### config.mk
export PLATFORM = sky130hd
export DESIGN_NAME = icache_refill
export DESIGN_NICKNAME = d
export VERILOG_FILES = /design/src/rtl/icache_refill_pkg.sv /design/src/rtl/icache_refill_line_buf.sv /design/src/rtl/icache_refill.sv
export SDC_FILE = /design/constraint.sdc
export NUM_CORES = 1
export LEC_CHECK = 0
export CAP_MARGIN = 10
export CORE_MARGIN = 2
export CORE_UTILIZATION = 40
export CTS_BUF_LIST = sky130_fd_sc_hd__clkbuf_8
export CTS_CLUSTER_DIAMETER = 30
export DETAILED_ROUTE_END_ITERATION = 10
export PLACE_DENSITY = 0.78
export RECOVER_POWER = 50
export SLEW_MARGIN = 20
export SYNTH_ARGS = -nofsm -noshare
export SYNTH_HDL_FRONTEND = slang
export SYNTH_HIERARCHICAL = 1
export SYNTH_SLANG_ARGS = --single-unit
### constraint.sdc
create_clock -name clk -period 1.7 [get_ports clk]
set_input_delay 0.34 -clock clk [delete_from_list [all_inputs] [get_ports clk]]
set_output_delay 0.34 -clock clk [all_outputs]
set_load 0.05 [all_outputs]
### src/rtl/icache_refill_pkg.sv
// rtl/icache_refill_pkg.sv - shared constants, AXI encodings and FSM states for the icache refill engine
//
// Contents:
//   WORD                 - data word width in bits
//   DEFAULT_LINE_WORDS   - cache-line word count shared with the ICache
//   BURST_INCR/WRAP      - AXI4 arburst encodings
//   RESP_OKAY            - AXI4 rresp value for a good beat
//   SIZE_WORD            - AXI4 arsize for 32-bit beats
//   refill_state_e       - refill FSM state encoding
package icache_refill_pkg;

    localparam int WORD               = 32;
    localparam int DEFAULT_LINE_WORDS = 4;

    localparam logic [1:0] BURST_INCR = 2'b01;
    localparam logic [1:0] BURST_WRAP = 2'b10;
    localparam logic [1:0] RESP_OKAY  = 2'b00;
    localparam logic [2:0] SIZE_WORD  = 3'b010;

    typedef enum logic [1:0] {
        ST_IDLE = 2'd0,
        ST_AR   = 2'd1,
        ST_R    = 2'd2,
        ST_DONE = 2'd3
    } refill_state_e;

endpackage

### src/rtl/icache_refill_line_buf.sv
// rtl/icache_refill_line_buf.sv - registered cache-line buffer with word-indexed write port
//
// Module refill_line_buf
//   clk      in   clock, rising edge
//   rst      in   asynchronous active-low clear of every word
//   wr_en    in   write wr_data into word wr_idx this cycle
//   wr_idx   in   word index within the line
//   wr_data  in   word to store
//   line     out  whole line, word i at bits [32i+31:32i]
module refill_line_buf
    import icache_refill_pkg::*;
#(
    parameter int LINE_WORDS = DEFAULT_LINE_WORDS
) (
    input  logic                          clk,
    input  logic                          rst,
    input  logic                          wr_en,
    input  logic [$clog2(LINE_WORDS)-1:0] wr_idx,
    input  logic [WORD-1:0]               wr_data,
    output logic [WORD*LINE_WORDS-1:0]    line
);

    logic [WORD-1:0] words [LINE_WORDS];

    always_ff @(posedge clk or negedge rst) begin
        if (!rst) begin
            for (int i = 0; i < LINE_WORDS; i++) begin
                words[i] <= '0;
            end
        end else if (wr_en) begin
            words[wr_idx] <= wr_data;
        end
    end

    for (genvar g = 0; g < LINE_WORDS; g++) begin : g_line
        assign line[g*WORD +: WORD] = words[g];
    end

endmodule

### src/rtl/icache_refill.sv
// rtl/icache_refill.sv - icache line-refill engine: one AXI4 read burst per miss, assembled into a line
//
// Build option: define ICACHE_REFILL_WRAP_EN for critical-word-first WRAP bursts;
// undefined issues a line-aligned INCR burst.
//
// Ports
//   clk, rst               clock; asynchronous active-low reset
//   memory_valid/load_addr miss request from the ICache, held until memory_ready
//   memory_ready           one-cycle pulse, line_data valid
//   line_data              assembled line, word i at bits [32i+31:32i]
//   refill_err             with memory_ready: bus error or beat-count/rlast mismatch
//   ar*                    AXI4 read-address channel
//   r*                     AXI4 read-data channel (rid unused: one outstanding burst)
module icache_refill
    import icache_refill_pkg::*;
#(
    parameter int         LINE_WORDS = DEFAULT_LINE_WORDS,
    parameter logic [3:0] ARID_VAL   = 4'd0
) (
    input  logic                       clk,
    input  logic                       rst,
    input  logic                       memory_valid,
    input  logic [31:0]                load_addr,
    output logic                       memory_ready,
    output logic [WORD*LINE_WORDS-1:0] line_data,
    output logic                       refill_err,
    output logic                       arvalid,
    input  logic                       arready,
    output logic [31:0]                araddr,
    output logic [7:0]                 arlen,
    output logic [2:0]                 arsize,
    output logic [1:0]                 arburst,
    output logic [3:0]                 arid,
    input  logic                       rvalid,
    output logic                       rready,
    input  logic [31:0]                rdata,
    input  logic [1:0]                 rresp,
    input  logic                       rlast
);

    localparam int               IDX_W     = $clog2(LINE_WORDS);
    localparam logic [IDX_W-1:0] LAST_BEAT = IDX_W'(LINE_WORDS - 1);

    refill_state_e    state_q, state_d;
    logic [IDX_W-1:0] cnt_q;
    logic [IDX_W-1:0] start_q;
    logic             err_q;
    logic [31:0]      araddr_q;

    logic [31:0]      req_addr;
    logic [IDX_W-1:0] req_start;
    logic [1:0]       burst;
    logic             is_last;
    logic             beat_err;
    logic             beat_fire;

`ifdef ICACHE_REFILL_WRAP_EN
    // Critical word first: the bus starts at the missed word and wraps at the line boundary.
    assign req_addr  = {load_addr[31:2], 2'b00};
    assign req_start = load_addr[IDX_W+1:2];
    assign burst     = BURST_WRAP;
`else
    assign req_addr  = load_addr & ~32'(LINE_WORDS*4 - 1);
    assign req_start = '0;
    assign burst     = BURST_INCR;
`endif

    // The beat counter decides completion; rlast is only cross-checked against it.
    assign is_last   = (cnt_q == LAST_BEAT);
    assign beat_fire = (state_q == ST_R) && rvalid;
    assign beat_err  = (rresp != RESP_OKAY) || (rlast != is_last);

    always_ff @(posedge clk or negedge rst) begin
        if (!rst) begin
            state_q  <= ST_IDLE;
            cnt_q    <= '0;
            start_q  <= '0;
            err_q    <= 1'b0;
            araddr_q <= '0;
        end else begin
            state_q <= state_d;
            if (state_q == ST_IDLE && memory_valid) begin
                araddr_q <= req_addr;
                start_q  <= req_start;
                cnt_q    <= '0;
                err_q    <= 1'b0;
            end else if (beat_fire) begin
                cnt_q <= cnt_q + IDX_W'(1);
                err_q <= err_q | beat_err;
            end
        end
    end

    always_comb begin
        state_d      = state_q;
        arvalid      = 1'b0;
        rready       = 1'b0;
        memory_ready = 1'b0;
        refill_err   = 1'b0;
        case (state_q)
            ST_IDLE: begin
                if (memory_valid) begin
                    state_d = ST_AR;
                end
            end
            ST_AR: begin
                arvalid = 1'b1;
                if (arready) begin
                    state_d = ST_R;
                end
            end
            ST_R: begin
                rready = 1'b1;
                if (rvalid && is_last) begin
                    state_d = ST_DONE;
                end
            end
            ST_DONE: begin
                memory_ready = 1'b1;
                refill_err   = err_q;
                state_d      = ST_IDLE;
            end
            default: begin
                state_d = ST_IDLE;
            end
        endcase
    end

    assign araddr  = araddr_q;
    assign arlen   = 8'(LINE_WORDS - 1);
    assign arsize  = SIZE_WORD;
    assign arburst = burst;
    assign arid    = ARID_VAL;

    refill_line_buf #(
        .LINE_WORDS (LINE_WORDS)
    ) u_line_buf (
        .clk     (clk),
        .rst     (rst),
        .wr_en   (beat_fire),
        .wr_idx  (start_q + cnt_q),
        .wr_data (rdata),
        .line    (line_data)
    );

endmodule

==> metrics.md, run 1 <==
| Metric | Value |
|---|---|
| Status | finished, violations left |
| Violated checks | setup timing |
| Ports | approximately 250 |
| GRT overflow | 0 |
| Global-route track usage on met3 | under 10% |
| Final WS setup | -0.146 ns |
| Final net count | 740 |
| Worst Setup Start Kind | flop |
| Critical-path cell list | buf_6 > inv_4 > ha_4 > nand2_4 > inv_4 > nor3b_4 > buf_6 > buf_12 > mux2_4 |
| CTS tree | yes |
| R2r setup slk | -0.15 ns |
| Max_cap viols | 0 |
| Synth area leaders | dfrtp_1 64%, mux2_2 26%, buf_4 2.9%, mux2_4 2.1%, ha_1 0.99% |
| Synth warn | 6 |
| First-pass GRT wire length | approximately 23 mm |
| Initial DRC Count | between 150 and 200 |
| CP max FO | 8 |
| Diodes inserted | 0 |
| Critical path's top delay family | buffers and inverters |
| CP peak stage delay | 0.41 ns |
| CTS H-tree depth | 4 |
| Hold Crit Depth | 2 |
| DP HPWL | about 11 mm |
| Kind of critical path | reg -> reg |
| Worst r2r src | state_q[0]$_DFFE_PN0P_ |
| Max Slew Vio Count | 0 |
| Synth Cell Area | 6300 um^2 |
| CTS Root Cell | clkbuf_8 |
| Site Rows | 45 |
| Fmax | approximately 0.54 GHz |
| Yosys top cell by area | dfrtp_1 |
| Hold endpoint | araddr[31]$_DFFE_PN0P_ |
| Placed Area | slightly below 9000 um^2 |
| Routability Congestion | ~0.74 |
| Seq/Total Area, Yosys | between 60% and 70% |
| Initial core utilization | slightly above 40% |
| Total CTS buffers | 17 |
| Reg2reg end | u_line_buf/line[23]$_DFFE_PN0P_ |
| Clock sink count | roughly 160 |
| Die H | 129 um |
| Worst-margin pin slew | around 1.1 ns |
| Clock tree buffer depth | 2 |
| Crit path max-delay cell type | dfrtp_1 |
| Vias in the first global route | 4397 |
| Pre-Repair DR Iteration Count | 3 |
| Cells after Synth | between 300 and 400 |
| Setup tns final | -8.65 ns |
| Die area | approximately 17000 um^2 |
| FF+latch count, synth | 161 |
| Core Box Area | ~15000 um^2 |
| Relative slew slack | about a quarter |
| Largest net degree at the start of global routing | 46 |
| Gr busiest metal | met2 |
| Final instance area | around 10000 um^2 |
| Met1 Use GR | between 20 and 25% |
| Initial antenna violation count | 0 |
| Hold path startpoint | load_addr[31] |
| Period minus WS final | 1.85 ns |
| Element type at the critical path end | flop |
| Setup-failing EPs final | 120 |
| Antenna Nets Post-Route | 0 |
| Skew final | approximately 0.014 ns |
| Routed WL per cell | ~19 um |
| Vias per cell | roughly 4.7 |
| Clk pin slew, worst setup/hold paths | roughly 0.09 ns |
| Hold Path Class | in -> reg |
| Die X | 129 um |
| Post-synth top area share | 64.0% |
| Unique masters post-synth | 24 |
| Bufs and invs on worst path | 5 |
| Path length in cells of the critical path | 9 |
| # port buffers | about 230 |
| R2R depth | 9 |
| Hold Fails Final Rpt | 0 |
| Avg Inst Size Synth | roughly 16 um^2 |
| Total track usage | 18.4% |
| Fraction of layout instances using a drive strength above 1 | about 60% |
| Worst path required time | 2.03 ns |
| DR vias | between 4000 and 5000 |
| Period utilisation layout | 109% |
| Drc violations | 0 |
| Worst-skew pair later-pin latency | approximately 0.45 ns |
| Routing usage on met2 | 31.6% |
| Routed WL | 16.5 mm |
| Area grow syn2layout | 56.2% |
| WP data arrival | between 2 and 2.5 ns |
| RSZ-0062 raised after global routing | true |
## worst max-delay path by stage
stage	from	endpoint	slack (ns)
floorplan	state_q[0]$_DFFE_PN0P_	u_line_buf/line[10]$_DFFE_PN0P_	-0.11
detailed placement	rvalid	u_line_buf/line[9]$_DFFE_PN0P_	-0.28
CTS	state_q[0]$_DFFE_PN0P_	u_line_buf/line[31]$_DFFE_PN0P_	-0.12
finish	state_q[0]$_DFFE_PN0P_	u_line_buf/line[23]$_DFFE_PN0P_	-0.15
global route	state_q[0]$_DFFE_PN0P_	u_line_buf/line[22]$_DFFE_PN0P_	-0.21
global placement	rvalid	u_line_buf/line[11]$_DFFE_PN0P_	-0.27
## cell usage after synthesis
master,n
nand3_1,1
buf_4,24
conb_1,2
nor3b_2,1
nand2_1,3
buf_6,2
mux2_4,9
nor2_1,1
mux2_1,2
buf_2,10
o32a_1,1
mux2i_1,1
a221oi_1,1
nor2b_1,1
xnor2_1,1
a21oi_1,3
inv_1,4
mux2_2,146
nand3b_1,2
xor2_1,1
and2_1,1
dfrtp_1,161
o21a_1,1
ha_1,5
## repair_timing
item,in CTS,in global routing
cloned,2,9
setup buffers,6,8
pin swaps,2,3
gates resized for setup,37,74
endpoints found under the setup margin,39,119
endpoints found under the hold margin,38,0
hold buffers,1,0
## metrics by stage
step	cells	hold WS (ns)	utilization (%)	setup slack, ns
3_5_place_dp	830	0.299	56.5	-0.285
2_1_floorplan	403	0.0444	-	-0.115
5_1_grt	886	0.468	64.2	-0.207
6_report	886	0.499	64.2	-0.146
4_1_cts	870	0.388	60.8	-0.117
3_3_place_gp	830	0.296	56.5	-0.267
## cells in the final DEF, fill, tap and decap left out, drive strengths merged, types with 2 or more instances in the layout
cell / synthesis / final
mux2: 157 / 157
clkbuf: 0 / 31
nand2: 3 / 3
conb: 2 / 21
clkinv: 0 / 3
a21oi: 3 / 3
clkdlybuf4s50: 0 / 66
nand3b: 2 / 2
dfrtp: 161 / 161
ha: 5 / 5
inv: 4 / 9
bufinv: 0 / 4
buf: 36 / 197
## registers in the layout, indices dropped and copies added, names as in the netlist
signal           flops
cnt_q                2
err_q                1
u_line_buf/line    128
araddr              28
state_q              2
## worst register-to-register path, stage by stage, from the launching register on
cell     delay (ns)
dfrtp_1        0.41
buf_6          0.13
inv_4          0.06
ha_4           0.15
nand2_4        0.06
inv_4          0.06
nor3b_4        0.24
buf_6          0.17
buf_12         0.14
mux2_4         0.31
## layout make-up
class / instances / area (um^2)
multi-input cells: 202 / 2480
inverters: 4 / 20.0
flip-flops and latches: 161 / 4030
fillers: 1157 / 5480
clock inverters: 13 / 170
clock buffers: 18 / 248
repair buffers: 277 / 2630
well taps: 211 / 264
## per-layer routing
metal / share of wire [%] / vias to the layer above
met2: 51 / 146
met4: 0.99 / 0
met1: 42 / 2108
met5: 0 / -
met3: 6.5 / 16
li1: - / 1869
## cell families after synthesis
kind of cell	share of synthesized area, %
flip-flops	64.0
adder cells (fa/ha/maj)	0.993
multiplexers	28.8
AND/OR/NAND/NOR	0.954
AO/OA/AOI/OAI	0.656
buffers and inverters	4.25
other	0.119
XOR/XNOR	0.278
Power of run 1 is left out: the tool's default activity adds up to more than one toggle a clock period on the data nets, which glitch-free logic cannot reach.
==> run 2: changes to the inputs <==
--- a/config.mk
+++ b/config.mk
@@ -7,11 +7,11 @@
 export LEC_CHECK = 0
 export CAP_MARGIN = 10
 export CORE_MARGIN = 2
-export CORE_UTILIZATION = 40
-export CTS_BUF_LIST = sky130_fd_sc_hd__clkbuf_8
+export CORE_UTILIZATION = 39
+export CTS_BUF_LIST = sky130_fd_sc_hd__clkbuf_4 sky130_fd_sc_hd__clkbuf_8 sky130_fd_sc_hd__clkbuf_16
 export CTS_CLUSTER_DIAMETER = 30
 export DETAILED_ROUTE_END_ITERATION = 10
-export PLACE_DENSITY = 0.78
+export PLACE_DENSITY = 0.76
 export RECOVER_POWER = 50
 export SLEW_MARGIN = 20
 export SYNTH_ARGS = -nofsm -noshare
==> run 2 against run 1 <==
Maximum frequency rose by 6.1%. Utilization down 2.4 points. The run still ends with setup timing left. First-iteration DRC count shrank 2.5%. Wire length about the same. Critical path depth shrank 5. Die area is 2.5% higher. Largest cell class unchanged.
==> metrics.md, run 2 (same netlist as run 1, synthesis figures left out) <==
| Metric | Value |
|---|---|
| Hold endpoint | u_line_buf/line[47]$_DFFE_PN0P_ (was araddr[31]$_DFFE_PN0P_) |
| Clock sink count | 161 (unchanged) |
| Area grow syn2layout | 55.5% (was 56.2%) |
| Site Rows | 46 (was 45) |
| Max_cap viols | 0 (unchanged) |
| Hold path startpoint | u_line_buf/line[47]$_DFFE_PN0P_ (was load_addr[31]) |
| Worst path required time | 1.36 ns (was 2.03 ns) |
| Kind of critical path | reg -> out (was reg -> reg) |
| Die area | 17200 um^2 (was 16800 um^2) |
| Crit path max-delay cell type | dfrtp_1 (unchanged) |
| CTS H-tree depth | 4 (unchanged) |
| Period utilisation layout | 102% (was 109%) |
| FILL cells | 1199 (was 1157) |
| Vias in the first global route | 4421 (was 4397) |
| Max reg flops | 128 (unchanged) |
| Antenna Nets Post-Route | 0 (unchanged) |
| R2R depth | 8 (was 9) |
| Worst-skew pair later-pin latency | 0.41 ns (was 0.45 ns) |
| Setup-failing EPs final | 34 (was 120) |
| Relative slew slack | 26.7% (was 23.4%) |
| CP max FO | 3 (was 8) |
| CTS Root Cell | clkbuf_16 (was clkbuf_8) |
| Largest net degree at the start of global routing | 46 (unchanged) |
| Bufs and invs on worst path | 2 (was 5) |
| Pre-Repair DR Iteration Count | 4 (was 3) |
| Commonest non-fill, non-tap cell in the layout | buf_4 (unchanged) |
| Max Slew Vio Count | 0 (unchanged) |
| Element type at the critical path end | primary output (was flop) |
| Reg2reg end | u_line_buf/line[18]$_DFFE_PN0P_ (was u_line_buf/line[23]$_DFFE_PN0P_) |
| Worst Setup Start Kind | flop (unchanged) |
| Worst r2r src | state_q[0]$_DFFE_PN0P_ (unchanged) |
| R2r setup slk | -0.04 ns (was -0.15 ns) |
| Violated checks | setup timing (unchanged) |
| GRT overflow | 0 (unchanged) |
| Core Box Area | 15800 um^2 (was 15300 um^2) |
| Most frequent cells in the layout | 166 x buf_4, 160 x dfrtp_1, 83 x mux2_2 (was 170 x buf_4, 160 x dfrtp_1, 87 x mux2_4) |
| Status | finished, violations left (unchanged) |
| Skew final | 0.00820 ns (was 0.0140 ns) |
| Final Util | 61.9% (was 64.2%) |
| Die X | 131 um (was 129 um) |
| Routability Congestion | 0.738 (was 0.739) |
| Clk pin slew, worst setup/hold paths | 0.06 ns (was 0.09 ns) |
| WP data arrival | 1.40 ns (was 2.18 ns) |
| Hold Crit Depth | 1 (was 2) |
| Clock tree buffer depth | 2 (unchanged) |
| Hold Path Class | reg -> reg (was in -> reg) |
| Total track usage | 17.6% (was 18.4%) |
| RSZ-0062 raised after global routing | true (unchanged) |
| Routed WL | 16.5 mm (about the same) |
| # port buffers | 227 (unchanged) |
| Fmax | 0.575 GHz (was 0.542 GHz) |
| CTS tree | yes (unchanged) |
| Initial antenna violation count | 0 (unchanged) |
| Period minus WS final | 1.74 ns (was 1.85 ns) |
| Final net count | 729 (was 740) |
| Ports | 253 (unchanged) |
| Fraction of layout instances using a drive strength above 1 | 60.4% (was 60.3%) |
| Initial DRC Count | 154 (was 158) |
| Hold Fails Final Rpt | 0 (unchanged) |
| Drc violations | 0 (unchanged) |
| Critical path's top delay family | flip-flops (was buffers and inverters) |
| Die H | 131 um (was 129 um) |
| Critical-path cell list | buf_6 > ha_4 > and2_4 > buf_12 (was buf_6 > inv_4 > ha_4 > nand2_4 > inv_4 > nor3b_4 > buf_6 > buf_12 > mux2_4) |
| Total CTS buffers | 17 (unchanged) |
| DP HPWL | 10.6 mm (about the same) |
| Diodes inserted | 0 (unchanged) |
| Vias per cell | 4.73 (was 4.67) |
| Final WS setup | -0.0403 ns (was -0.146 ns) |
| DR vias | 4158 (was 4139) |
| CP peak stage delay | 0.41 ns (about the same) |
| Worst-margin pin slew | 1.10 ns (was 1.15 ns) |
| Initial core utilization | 39.8% (was 41.1%) |
| Routed WL per cell | 18.8 um (was 18.7 um) |
| First-pass GRT wire length | 23.1 mm (was 23.4 mm) |
==> run 2: changes by cell type in the layout (fill, tap and decap cells not counted), moves of 3 or more <==
| cell | delta |
|---|---|
| mux2_4 | -13 |
| inv_1 | -5 |
| mux2_2 | +13 |
| buf_4 | -4 |
| clkbuf_2 | -3 |
| clkbuf_16 | +16 |
| clkbuf_8 | -17 |
| clkbuf_4 | +3 |
==> run 2: layer usage <==
metal | vias up | wire length [um] | GRT usage, % | share of wire, %
met1 | 2135 | 6850 | 21.1 | 41
met5 | - | 0 | 0 | 0
met4 | 0 | 191 | 6.01 | 1.2
met2 | 158 | 8390 | 30.4 | 51
met3 | 16 | 1080 | 5.32 | 6.5
li1 | 1849 | - | - | -
==> run 2: timing repair <==
| action | CTS | global route |
|---|---|---|
| resized for setup | 24 | 63 |
| cloned | 1 | 7 |
| hold buffers | 1 | 0 |
| pin swaps | 2 | 4 |
| buffers inserted | 4 | 4 |
| setup endpoints to repair | 51 | 131 |
| endpoints found under the hold margin | 35 | 0 |
==> run 2: cell type report <==
| type | count | area, um^2 | share of cell area (%) |
|---|---|---|---|
| clock buffer | 21 | 462 | 4.72 |
| sequential | 161 | 4030 | 41.2 |
| tap | 216 | 270 | 2.76 |
| inverter | 4 | 17.5 | 0.179 |
| clock inverter | 10 | 111 | 1.14 |
| timing repair buffer | 266 | 2510 | 25.6 |
| multi-input combinational | 202 | 2390 | 24.4 |
==> run 2: through the flow <==
stage          setup TNS [ns]  instance area [um^2]  hold slack [ns]  instances  setup slack, ns
4_1_cts                -0.889                  9370            0.409        869          -0.0560
3_5_place_dp           -23.58                  8640            0.292        832           -0.311
3_3_place_gp           -20.08                  8640            0.280        832           -0.271
6_report               -0.570                  9790            0.503        880          -0.0403
5_1_grt                 -4.85                  9790            0.515        880          -0.0988
2_1_floorplan           -3.52                  6410           0.0444        403           -0.115
==> run 2: worst max path at each step <==
stage,startpoint,endpoint,slack (ns),cells past startpoint
floorplan,state_q[0]$_DFFE_PN0P_,u_line_buf/line[10]$_DFFE_PN0P_,-0.11,7
global placement,rvalid,u_line_buf/line[12]$_DFFE_PN0P_,-0.27,6
detailed placement,rvalid,u_line_buf/line[12]$_DFFE_PN0P_,-0.31,6
CTS,state_q[0]$_DFFE_PN0P_,arvalid,-0.06,4
global route,state_q[0]$_DFFE_PN0P_,u_line_buf/line[18]$_DFFE_PN0P_,-0.1,8
finish,state_q[0]$_DFFE_PN0P_,refill_err,-0.04,4
Power of run 2 is left out for the same reason.
==> run 3: changes to the inputs <==
--- a/config.mk
+++ b/config.mk
@@ -13,6 +13,7 @@
 export DETAILED_ROUTE_END_ITERATION = 10
 export PLACE_DENSITY = 0.76
 export RECOVER_POWER = 50
+export SETUP_SLACK_MARGIN = 0.1
 export SLEW_MARGIN = 20
 export SYNTH_ARGS = -nofsm -noshare
 export SYNTH_HDL_FRONTEND = slang
==> run 3 against run 2 <==
Count of clock-buffer cells in the layout rose by 1. Die area unchanged. Non-clock buffer count up 8. Via count up 0.89%. Sequential cell count unchanged. Critical endpoint unchanged. The run still ends with setup timing left. Worst setup slack hardly changed.
==> metrics.md, run 3 (same netlist as run 1, synthesis figures left out) <==
| Metric | Value |
|---|---|
| Clk pin slew, worst setup/hold paths | 0.06 ns (about the same) |
| RSZ-0062 raised after global routing | true (unchanged) |
| Period utilisation layout | 102% (about the same) |
| Clock tree buffer depth | 2 (unchanged) |
| CTS H-tree depth | 4 (unchanged) |
| Site Rows | 46 (unchanged) |
| Hold Path Class | reg -> reg (unchanged) |
| CTS tree | yes (unchanged) |
| Max reg flops | 128 (unchanged) |
| WP data arrival | 1.40 ns (about the same) |
| Core Box Area | 15800 um^2 (unchanged) |
| Area grow syn2layout | 59.1% (was 55.5%) |
| Hold Crit Depth | 1 (unchanged) |
| Most frequent cells in the layout | 160 x dfrtp_1, 124 x mux2_4, 123 x buf_4 (was 166 x buf_4, 160 x dfrtp_1, 83 x mux2_2) |
| CP max FO | 3 (unchanged) |
| Skew final | 0.00557 ns (was 0.00820 ns) |
| Max Slew Vio Count | 0 (unchanged) |
| Violated checks | setup timing (unchanged) |
| Total CTS buffers | 17 (unchanged) |
| Met1 Use GR | 22.8% (was 21.1%) |
| Relative slew slack | 31.6% (was 26.7%) |
| Drc violations | 0 (unchanged) |
| Routed WL | 17.3 mm (was 16.5 mm) |
| Initial core utilization | 39.8% (unchanged) |
| Worst-margin pin slew | 1.03 ns (was 1.10 ns) |
| CTS Root Cell | clkbuf_16 (unchanged) |
| Worst-skew pair later-pin latency | 0.42 ns (was 0.41 ns) |
| Fraction of layout instances using a drive strength above 1 | 60.8% (was 60.4%) |
| Element type at the critical path end | primary output (unchanged) |
| Kind of critical path | reg -> out (unchanged) |
| Pre-Repair DR Iteration Count | 4 (unchanged) |
| Gr busiest metal | met2 (unchanged) |
| DP HPWL | 10.9 mm (was 10.6 mm) |
| Antenna Nets Post-Route | 0 (unchanged) |
| Setup-failing EPs final | 19 (was 34) |
| DR vias | 4195 (was 4158) |
| Routability Congestion | 0.728 (was 0.738) |
| Commonest non-fill, non-tap cell in the layout | dfrtp_1 (was buf_4) |
| Initial DRC Count | 133 (was 154) |
| Worst path required time | 1.36 ns (about the same) |
| R2R depth | 8 (unchanged) |
| Diodes inserted | 0 (unchanged) |
| Hold Fails Final Rpt | 0 (unchanged) |
| Vias in the first global route | 4437 (was 4421) |
| Die X | 131 um (unchanged) |
| Max_cap viols | 0 (unchanged) |
| Ports | 253 (unchanged) |
| Routing usage on met2 | 33.0% (was 30.4%) |
| Vias per cell | 4.72 (was 4.73) |
| Global-route track usage on met3 | 5.72% (was 5.32%) |
| Die area | 17200 um^2 (unchanged) |
| Clock sink count | 161 (unchanged) |
| Worst Setup Start Kind | flop (unchanged) |
| Status | finished, violations left (unchanged) |
| Final WS setup | -0.0407 ns (was -0.0403 ns) |
| GRT overflow | 0 (unchanged) |
| First-pass GRT wire length | 24.4 mm (was 23.1 mm) |
| Hold Worst Slack | 0.503 ns (about the same) |
| Routed WL per cell | 19.5 um (was 18.8 um) |
| Largest net degree at the start of global routing | 44 (was 46) |
| Total track usage | 19.1% (was 17.6%) |
| Final net count | 737 (was 729) |
| Period minus WS final | 1.74 ns (about the same) |
| Initial antenna violation count | 0 (unchanged) |
| # port buffers | 227 (unchanged) |
| Fmax | 0.574 GHz (was 0.575 GHz) |
| Setup tns final | -0.131 ns (was -0.570 ns) |
| Die H | 131 um (unchanged) |
## run 3: routing by layer
layer / vias up / share of wire (%) / wire length (um)
met5: - / 0 / 0
met4: 0 / 1.3 / 225
met3: 20 / 5.9 / 1030
met2: 144 / 52 / 9060
met1: 2182 / 41 / 7020
li1: 1849 / - / -
## run 3: path summary, 6_finish.rpt
| kind | startpoint | end | slack, ns |
|---|---|---|---|
| max | state_q[0]$_DFFE_PN0P_ | refill_err | -0.04 |
| max reg2reg | state_q[0]$_DFFE_PN0P_ | u_line_buf/line[2]$_DFFE_PN0P_ | -0.01 |
| min | u_line_buf/line[103]$_DFFE_PN0P_ | u_line_buf/line[103]$_DFFE_PN0P_ | 0.50 |
| min in group asynchronous | rst | u_line_buf/line[5]$_DFFE_PN0P_ | 0.66 |
| min reg2reg | u_line_buf/line[103]$_DFFE_PN0P_ | u_line_buf/line[103]$_DFFE_PN0P_ | 0.50 |
| max in group asynchronous | rst | u_line_buf/line[119]$_DFFE_PN0P_ | 0.16 |
## run 3: critical path, cell delays in order, from the launching register on
cell and delay, ns:
dfrtp_1 0.40, buf_6 0.14, ha_4 0.16, and2_4 0.14, buf_12 0.14
## run 3: layout make-up
cell class                      count  area, um^2
Tap cell                          216         270
Clock inverter                     10         124
Multi-Input combinational cell    202        2590
Clock buffer                       22         494
Inverter                            4        17.5
Sequential cell                   161        4030
Timing Repair Buffer              274        2490
Fill cell                        1190        5810
## run 3: repair_timing
item	in CTS	in global routing
setup buffers	10	7
hold endpoints to repair	36	0
gates cloned	8	4
hold buffers	1	0
pin swaps	2	2
setup endpoints to repair	105	161
resized for setup	47	114
## run 3: metrics by stage
| step | area, um^2 | worst slack (ns) | utilization (%) | instances |
|---|---|---|---|---|
| 3_5_place_dp | 8660 | -0.273 | 54.7 | 833 |
| 2_1_floorplan | 6460 | -0.115 | - | 403 |
| 4_1_cts | 9760 | -0.0585 | 61.7 | 884 |
| 6_report | 10000 | -0.0407 | 63.3 | 889 |
| 5_1_grt | 10000 | -0.0885 | 63.3 | 889 |
| 3_3_place_gp | 8660 | -0.241 | 54.7 | 833 |
Power of run 3 is left out for the same reason.
